$ cat src/rtl/codec_cfg_pkg.sv
// Shared configuration for codec_init_sequencer: command count, FSM encoding and the WM8731 init table.
// CODEC_SEQ_VOLUME_EN adds the VOL_LOAD state and the headphone-volume command fields.
package codec_cfg_pkg;

  localparam int NUM_CMDS = 11;

  typedef enum logic [2:0] {
    IDLE,
    LOAD,
    SEND,
    WAIT_DONE,
    RELEASE,
    GAP,
    DONE
`ifdef CODEC_SEQ_VOLUME_EN
    , VOL_LOAD
`endif
  } state_t;

  typedef struct packed {
    logic [6:0] addr;
    logic [8:0] val;
  } cmd_t;

`ifdef CODEC_SEQ_VOLUME_EN
  // Left headphone out register; control bits placed above the 7-bit volume.
  localparam logic [6:0] VOL_REG  = 7'h02;
  localparam logic [1:0] VOL_CTRL = 2'b01;
`endif

  // WM8731 power-up order: reset, power, line-in, headphone, path, format, rate, activate.
  function automatic cmd_t init_cmd(input logic [3:0] idx);
    cmd_t c;
    case (idx)
      4'd0:    c = '{addr: 7'd15, val: 9'h000};
      4'd1:    c = '{addr: 7'd6,  val: 9'h000};
      4'd2:    c = '{addr: 7'd0,  val: 9'h017};
      4'd3:    c = '{addr: 7'd1,  val: 9'h017};
      4'd4:    c = '{addr: 7'd2,  val: 9'h079};
      4'd5:    c = '{addr: 7'd3,  val: 9'h079};
      4'd6:    c = '{addr: 7'd4,  val: 9'h012};
      4'd7:    c = '{addr: 7'd5,  val: 9'h000};
      4'd8:    c = '{addr: 7'd7,  val: 9'h001};
      4'd9:    c = '{addr: 7'd8,  val: 9'h000};
      4'd10:   c = '{addr: 7'd9,  val: 9'h001};
      default: c = '0;
    endcase
    return c;
  endfunction

endpackage

$ cat src/rtl/sync_2ff.sv
// Two-flop synchronizer bringing the I2C controller's finished flag into the clock domain.
module sync_2ff (
  input  logic clock,
  input  logic reset_n,
  input  logic d,
  output logic q
);

  logic meta;

  always_ff @(posedge clock or negedge reset_n) begin
    // NOTE: flops take non-blocking assignments so meta and q both sample pre-edge values.
    if (!reset_n) begin
      meta <= 1'b0;
      q    <= 1'b0;
    end else begin
      meta <= d;
      q    <= meta;
    end
  end

endmodule

$ cat src/rtl/codec_init_sequencer.sv
// Walks the WM8731 init table, handing one 24-bit word at a time to an I2C controller.
// Optional macro CODEC_SEQ_VOLUME_EN adds a headphone-volume command issued from DONE.
module codec_init_sequencer
  import codec_cfg_pkg::*;
#(
  parameter int         GAP_CYCLES     = 32,
  parameter int         TIMEOUT_CYCLES = 65536,
  parameter logic [7:0] DEV_ADDR       = 8'h34
) (
  input  logic        clock,
  input  logic        reset_n,
  input  logic        start,
  input  logic        i2c_finished,
`ifdef CODEC_SEQ_VOLUME_EN
  input  logic        vol_req,
  input  logic [6:0]  vol_value,
  output logic        vol_ack,
`endif
  output logic [23:0] i2c_data,
  output logic        i2c_reset,
  output logic        busy,
  output logic        init_done,
  output logic        err,
  output logic [3:0]  cmd_index
);

  localparam int             TW       = $clog2(TIMEOUT_CYCLES + 1);
  localparam int             GW       = $clog2(GAP_CYCLES + 1);
  localparam logic [TW-1:0]  TMO_LAST = TW'(TIMEOUT_CYCLES - 1);
  localparam logic [GW-1:0]  GAP_LAST = GW'(GAP_CYCLES - 1);
  localparam logic [3:0]     IDX_LAST = 4'(NUM_CMDS - 1);

  state_t        state, state_next;
  logic [3:0]    idx_next;
  logic [23:0]   data_next;
  logic [TW-1:0] tmo_cnt, tmo_next;
  logic [GW-1:0] gap_cnt, gap_next;
  logic          err_next, done_next;
  logic          fin_s;
`ifdef CODEC_SEQ_VOLUME_EN
  logic          vol_active, vol_active_next, ack_next;
`endif

  sync_2ff u_fin_sync (
    .clock   (clock),
    .reset_n (reset_n),
    .d       (i2c_finished),
    .q       (fin_s)
  );

  always_comb begin
    // NOTE: defaults first, so every path assigns every output and no latch is inferred.
    state_next = state;
    idx_next   = cmd_index;
    data_next  = i2c_data;
    tmo_next   = tmo_cnt;
    gap_next   = gap_cnt;
    err_next   = err;
    done_next  = init_done;
`ifdef CODEC_SEQ_VOLUME_EN
    vol_active_next = vol_active;
    ack_next        = 1'b0;
`endif
    case (state)
      IDLE: begin
        if (start) begin
          state_next = LOAD;
          idx_next   = '0;
        end
      end
      LOAD: begin
        data_next  = {DEV_ADDR, init_cmd(cmd_index)};
        state_next = SEND;
      end
`ifdef CODEC_SEQ_VOLUME_EN
      VOL_LOAD: begin
        data_next  = {DEV_ADDR, VOL_REG, VOL_CTRL, vol_value};
        state_next = SEND;
      end
`endif
      SEND: begin
        tmo_next   = '0;
        state_next = WAIT_DONE;
      end
      WAIT_DONE: begin
        // A finished flag arriving on the last allowed cycle still counts as success.
        if (fin_s) begin
          state_next = RELEASE;
        end else if (tmo_cnt == TMO_LAST) begin
          err_next   = 1'b1;
          state_next = RELEASE;
        end else begin
          tmo_next = tmo_cnt + 1'b1;
        end
      end
      RELEASE: begin
        gap_next = '0;
        if (!fin_s) state_next = GAP;
      end
      GAP: begin
        if (gap_cnt != GAP_LAST) begin
          gap_next = gap_cnt + 1'b1;
`ifdef CODEC_SEQ_VOLUME_EN
        end else if (vol_active) begin
          state_next      = DONE;
          vol_active_next = 1'b0;
          ack_next        = 1'b1;
`endif
        end else if (cmd_index == IDX_LAST) begin
          state_next = DONE;
          done_next  = 1'b1;
        end else begin
          idx_next   = cmd_index + 1'b1;
          state_next = LOAD;
        end
      end
      DONE: begin
        if (start) begin
          state_next = LOAD;
          idx_next   = '0;
          done_next  = 1'b0;
`ifdef CODEC_SEQ_VOLUME_EN
        end else if (vol_req) begin
          state_next      = VOL_LOAD;
          vol_active_next = 1'b1;
`endif
        end
      end
      default: state_next = IDLE;
    endcase
  end

  always_ff @(posedge clock or negedge reset_n) begin
    if (!reset_n) begin
      state     <= IDLE;
      cmd_index <= '0;
      i2c_data  <= '0;
      i2c_reset <= 1'b1;
      tmo_cnt   <= '0;
      gap_cnt   <= '0;
      err       <= 1'b0;
      init_done <= 1'b0;
`ifdef CODEC_SEQ_VOLUME_EN
      vol_active <= 1'b0;
      vol_ack    <= 1'b0;
`endif
    end else begin
      state     <= state_next;
      cmd_index <= idx_next;
      i2c_data  <= data_next;
      tmo_cnt   <= tmo_next;
      gap_cnt   <= gap_next;
      err       <= err_next;
      init_done <= done_next;
      // Registered so the cross-domain enable never glitches on state decode.
      i2c_reset <= !(state_next == SEND || state_next == WAIT_DONE);
`ifdef CODEC_SEQ_VOLUME_EN
      vol_active <= vol_active_next;
      vol_ack    <= ack_next;
`endif
    end
  end

  assign busy = !(state == IDLE || state == DONE);

endmodule

$ cat config.mk
export PLATFORM = sky130hd
export DESIGN_NAME = codec_init_sequencer
export DESIGN_NICKNAME = d
export VERILOG_FILES = /design/src/rtl/codec_cfg_pkg.sv /design/src/rtl/sync_2ff.sv /design/src/rtl/codec_init_sequencer.sv
export SDC_FILE = /design/constraint.sdc
export NUM_CORES = 1
export LEC_CHECK = 0
export ABC_AREA = 1
export ABC_CLOCK_PERIOD_IN_PS = 3100
export BUFFER_PORTS_ARGS = -buffer_cell sky130_fd_sc_hd__buf_2
export CELL_PAD_IN_SITES_DETAIL_PLACEMENT = 0
export CELL_PAD_IN_SITES_GLOBAL_PLACEMENT = 1
export CORE_MARGIN = 4
export CORE_UTILIZATION = 35
export CTS_BUF_LIST = sky130_fd_sc_hd__clkbuf_4 sky130_fd_sc_hd__clkbuf_8
export CTS_CLUSTER_DIAMETER = 80
export CTS_CLUSTER_SIZE = 24
export DETAILED_ROUTE_END_ITERATION = 8
export GPL_TIMING_DRIVEN = 0
export PLACE_DENSITY_LB_ADDON = 0.1
export SYNTH_ARGS = -nofsm -noshare
export SYNTH_HDL_FRONTEND = slang
export SYNTH_SLANG_ARGS = --single-unit
export TNS_END_PERCENT = 5
$ cat constraint.sdc
create_clock -name clock -period 3.1 [get_ports clock]
set_clock_uncertainty 0.05 [all_clocks]
set_input_delay 0.155 -clock clock [delete_from_list [all_inputs] [get_ports clock]]
set_output_delay 0.155 -clock clock [all_outputs]
set_load 0.02 [all_outputs]
[Word level (Yosys, flattened, before mapping)]
Memories as Yosys holds them, arrays and structs flattened. A register that Yosys moved wholly into a read port is not among the register bits.
Cells that the tools add are included.
Operators by class
  add/sub/neg operators: 3
  mux-type cells: 20
  eq/ne operators: 19
  bitwise operators: 1
  reduce and logical (&&, ||, !) cells: 16
Operator list (number)
  17-bit two-way mux: 2
  17-bit case mux with 2 select lines: 1
  3-bit two-way mux: 6
  3-bit case mux with 6 select lines: 1
  17-bit by 1-bit adder with 17-bit output, second input constant: 1
  17-bit by 16-bit equality test with 1-bit output, second input constant: 1
  2-bit != test, second input constant: 7
  3-bit by 2-bit equality test with 1-bit output, second input constant: 4
  4-bit two-way mux: 3
  6-bit case mux with 2 select lines: 1
  3-bit equality test, second input constant: 3
  4-bit case mux with 2 select lines: 1
  4-bit AND reduction: 2
  2-bit nonzero test: 4
  6-bit by 1-bit adder with 6-bit output, second input constant: 1
  6-bit two-way mux: 1
  6-bit by 5-bit != test with 1-bit output, second input constant: 1
  3-bit AND reduction: 2
  4-bit by 1-bit adder with 4-bit output, second input constant: 1
  4-bit equality test, second input constant: 1
  3-bit by 1-bit equality test with 1-bit output, second input constant: 1
  1-bit zero test: 3
  3-bit zero test: 1
  1-bit two-way mux: 3
  6 further kinds: 7
Storage, ports and cells
  memories kept: 1
  logic and storage cells: 70
  ROM bits: 176
  bits of input ports: 4
  flip-flop bits (word level): 52
  output and inout bits: 32
Memories
  (name not given): depth 16, width 11, read ports 1, clocked after Yosys merged registers in 1, write ports 0, line codec_cfg_pkg.sv:34  | case (idx)

[Depth between registers and ports, before layout]
  word-level depth: 7
  gate-level depth with buffers: 13

[By module]
From an unflattened synthesis, not the netlist that was laid out.
Second synthesis, totals
  cell total of the unflattened synthesis: 330
  area, all modules: 2640.0 um^2
By module, submodules not included
  codec_init_sequencer: area each 2590.0 um^2, cells each 328, instances 1, sequential area each 1077.3 um^2
  sync_2ff: area each 50.0 um^2, cells each 2, instances 1, sequential area each 50.0 um^2

[Worst setup path after synthesis]
No wires, ideal clock.
  kind: register to register
  start: reg tmo_cnt[0]
  end: reg state[0]
  stages on the path, launching flop included: 11
  arrival time: 1.935 ns
  required time: 2.911 ns
  setup slack: 0.976 ns
  clock period less this slack: 2.124 ns
  path buffers: 1
  cells stage by stage: dfrtp_1 ha_1 nand2_1 nor2_1 and2_1 and3_1 ha_1 nor2_1 o211ai_1 buf_2 o2111ai_1
On the way
  cells in the longest elaborated chain, start to end: 4
RTL lines
  start: declaration: line codec_init_sequencer.sv:36  | logic [TW-1:0] tmo_cnt, tmo_next;
  start signal: assignment: line codec_init_sequencer.sv:151  | tmo_cnt <= tmo_next;
  17-bit by 16-bit equality test with 1-bit output: line codec_init_sequencer.sv:89  | end else if (tmo_cnt == TMO_LAST) begin
  3-bit two-way mux: line codec_init_sequencer.sv:89
  3-bit two-way mux: line codec_init_sequencer.sv:87  | if (fin_s) begin
  3-bit case mux with 6 select lines: line codec_init_sequencer.sv:64  | case (state)
  via state_next[0]: line codec_init_sequencer.sv:33  | state_t state, state_next;
  end signal: assignment: line codec_init_sequencer.sv:148  | state <= state_next;
  end: declaration: line codec_init_sequencer.sv:33
The timed path passes the listed nets, and every way through them passes these cells.
A chain may end at the register's enable or synchronous reset.

[Final worst setup path]
Same ends and word-level chain as after synthesis.

==> Implementation_results.wiki <==
{| class="wikitable"
! Metric !! Value
|-
| Starting utilization of the core area || 35.9%
|-
| Leak || 1.52 nW
|-
| Max rail drop VDD || 0.000321 V
|-
| Headroom to the max-slew limit || 30.3%
|-
| Most used DFF post-synth || dfrtp_1
|-
| Clock latency of the later-clocked register in the worst-skew pair || 0.30 ns
|-
| Largest fanout on the critical path || 10
|-
| Grt total ovfl || 0
|-
| First-pass GRT wire length || 10300 um
|-
| Post-CTS Resized || 0
|-
| Library cell with the largest summed area after synthesis || dfrtp_1
|-
| Placer congestion estimate || 0.796
|-
| Core utilization of the finished layout || 41.4%
|-
| Number of I/O port buffers || 25
|-
| Slack of the worst reg-to-reg path || 0.49 ns
|-
| Final cycle utilization of the critical path || 84.2%
|-
| Drt initial violations || 73
|-
| Vias || 2180
|-
| I/O pin cnt || 36
|-
| Worst slew pin tran || 1.05 ns
|-
| Number of buffers between clock root and the deepest sink || 2
|-
| Antenna Nets Post-Route || 0
|-
| Share of Yosys cell area claimed by the top area cell type || 42.5%
|-
| Synthesis-stage register bit count || 45
|-
| Horiz. Die Dim || 94.0 um
|-
| Fraction of registers with async set/reset || 100%
|-
| Number of endpoints failing setup at the final stage || 0
|-
| Number of unique standard cell types used by synthesis || 33
|-
| Outcome || finished with violations
|-
| Nature of the critical path endpoint || flip-flop
|-
| Floorplan Core Area || 0.00721 sq mm
|-
| Minimum hold slack || -0.0130 ns
|-
| Placed Instances || 467
|-
| Violated checks || negative hold slack
|-
| CTS clock-pin slew for the worst setup and hold paths || 0.09 ns
|-
| Num CTS Buffers || 5
|-
| Worst hold path class || input pin to asynchronous set/reset pin
|-
| Area of the mapped netlist || 0.00259 sq mm
|-
| TritonCTS clock tree || done
|-
| Final sum of negative setup slack || 0 ns
|-
| Maximum number of pins on one net before global-route repair || 46
|-
| Antenna violations before repair || 0
|-
| Fill cell total of the finished layout || 784
|-
| Pre-antenna DRT Iters || 4
|-
| Final-report max-slew violation count || 0
|-
| Diodes inserted || 0
|-
| Post-synthesis to final-layout area growth || 15.2%
|-
| Number of hold violations in the final report || 21
|-
| CP startpoint kind || flip-flop
|-
| Total power divided by cell area || 740 mW/mm^2
|-
| FP Rows || 31
|-
| Req. time, crit path || 3.22 ns
|-
| Count of max-cap constraint violations || 0
|-
| Syn_area_per_cell || 7.75 sq um
|-
| Path type of the worst setup path || flip-flop to flip-flop
|-
| Number of enable flip-flop cells after synthesis || 0
|-
| Layout cell share with drive strength beyond 1 || 15.9%
|-
| Nets || 390
|-
| H-tree depth || 2
|-
| Root Driver || clkbuf_8
|-
| Via count of the first global-routing pass || 2149
|-
| Number of instances in the synthesized netlist || 334
|-
| Average detailed-routed wire length per instance || 12.4 um
|-
| Yosys warning count || 0
|-
| Arrival time worst endpoint || 2.73 ns
|-
| Leading cell types by count after synthesis || nand2_1 (93), dfrtp_1 (44), inv_1 (34)
|-
| DRC violation count after routing || 0
|-
| Final std cells w/o fill || 476
|-
| Clock sink total || 45
|-
| Vias per cell || 4.58
|-
| GRT Overall Usage || 14.5%
|-
| Setup repair after global routing missed its margin || no
|-
| Die area || 0.00884 sq mm
|-
| Number of cell instances on the worst register-to-register path || 10
|-
| Part of the Yosys area used for sequential elements || 43.5%
|-
| Final wirelength || 5890 um
|-
| Cell with the most instances after synthesis || nand2_1
|-
| Placed wire-length estimate || 4260 um
|-
| Cell types with the largest area share after synthesis || dfrtp_1 (43%), nand2_1 (13%), nand3_1 (5.6%), inv_1 (4.9%), ha_1 (4.8%)
|-
| Die height || 94.0 um
|-
| FMAX || 383 MHz
|-
| Min Clock Period, post-route || 2.61 ns
|}
==> timing repair <==
action,CTS,global route
setup buffers,0,0
hold buffers,1,0
hold endpoints to repair,1,0
==> logic make-up (layout without fill, tap and decap cells) <==
kind of cell / after synthesis / after routing / share of synthesized area [%]
simple gates: 179 / 179 / 31.0
fa+ha+maj: 10 / 10 / 4.83
buf+inv: 54 / 88 / 10.4
flops: 45 / 45 / 43.5
compound gates: 42 / 42 / 9.13
other cells: 1 / 10 / 0.145
xor+xnor: 3 / 3 / 1.01
==> final timing paths <==
kind / start / to
max: tmo_cnt[0]$_DFFE_PN0P_ / state[0]$_DFF_PN0_
min: reset_n / tmo_cnt[8]$_DFFE_PN0P_
max reg2reg: tmo_cnt[0]$_DFFE_PN0P_ / state[0]$_DFF_PN0_
min reg2reg: u_fin_sync.meta$_DFF_PN0_ / u_fin_sync.q$_DFF_PN0_
max in group asynchronous: reset_n / gap_cnt[3]$_DFFE_PN0P_
min in group clock: start / state[0]$_DFF_PN0_
==> worst max-delay path: stages, from the launching register on <==
cell	delay, ns
dfrtp_1	0.41
ha_1	0.21
nand2_1	0.09
nor2_1	0.38
and2_1	0.24
and3_1	0.17
ha_1	0.19
nor2_1	0.09
o211ai_1	0.22
buf_2	0.29
o2111ai_1	0.14
==> flip-flops by register name, indices dropped and copies added, names as in the netlist <==
| signal | cells |
|---|---|
| u_fin_sync.q | 1 |
| u_fin_sync.meta | 1 |
| state | 3 |
| init_done | 1 |
| tmo_cnt | 17 |
| err | 1 |
| cmd_index | 4 |
| gap_cnt | 6 |
| i2c_reset | 1 |
| i2c_data | 10 |
==> layout by cell type, fill, tap and decap left out, types with 8 or more instances in the layout <==
master	count
buf_4	15
buf_2	27
o21ai_0	25
nand3_1	29
conb_1	10
dfrtp_1	44
a21oi_1	8
nand2_1	93
nand4_1	13
ha_1	10
nor2_1	27
inv_1	34
==> report_power, final <==
group          internal (mW)  switching [mW]  leakage (nW)
sequential             0.720           0.123         0.589
combinational          0.317           0.637         0.878
clock                  0.202           0.210        0.0542
total                   1.24           0.970          1.52
==> area by class of cell <==
class / instances / area, sq um / area share, %
buffer: 19 / 138 / 4.61
clock buffer: 7 / 96.3 / 3.23
clock inverter: 1 / 5.00 / 0.168
inverter: 35 / 131 / 4.40
multi-input combinational: 244 / 1230 / 41.1
sequential: 45 / 1130 / 37.8
tap: 99 / 124 / 4.15
timing repair buffer: 26 / 135 / 4.53
==> per-layer routing <==
metal | GRT usage (%) | wire (um) | up-vias
met5 | 0 | 0 | -
met4 | 3.97 | 69 | 0
met3 | 2.32 | 153 | 5
met2 | 24.4 | 2800 | 31
met1 | 19.4 | 2870 | 999
li1 | - | - | 1145
==> through the flow <==
| step | area, sq um | total power, mW | setup WS (ns) |
|---|---|---|---|
| floorplan | 2620 | 1.52 | 0.976 |
| CTS | 2980 | 2.25 | 0.446 |
| global placement | 2870 | 1.82 | 0.451 |
| finish | 2980 | 2.21 | 0.491 |
| global route | 2980 | 2.41 | 0.171 |
| detailed placement | 2870 | 1.82 | 0.483 |
Power figures use the tool's default switching activity.
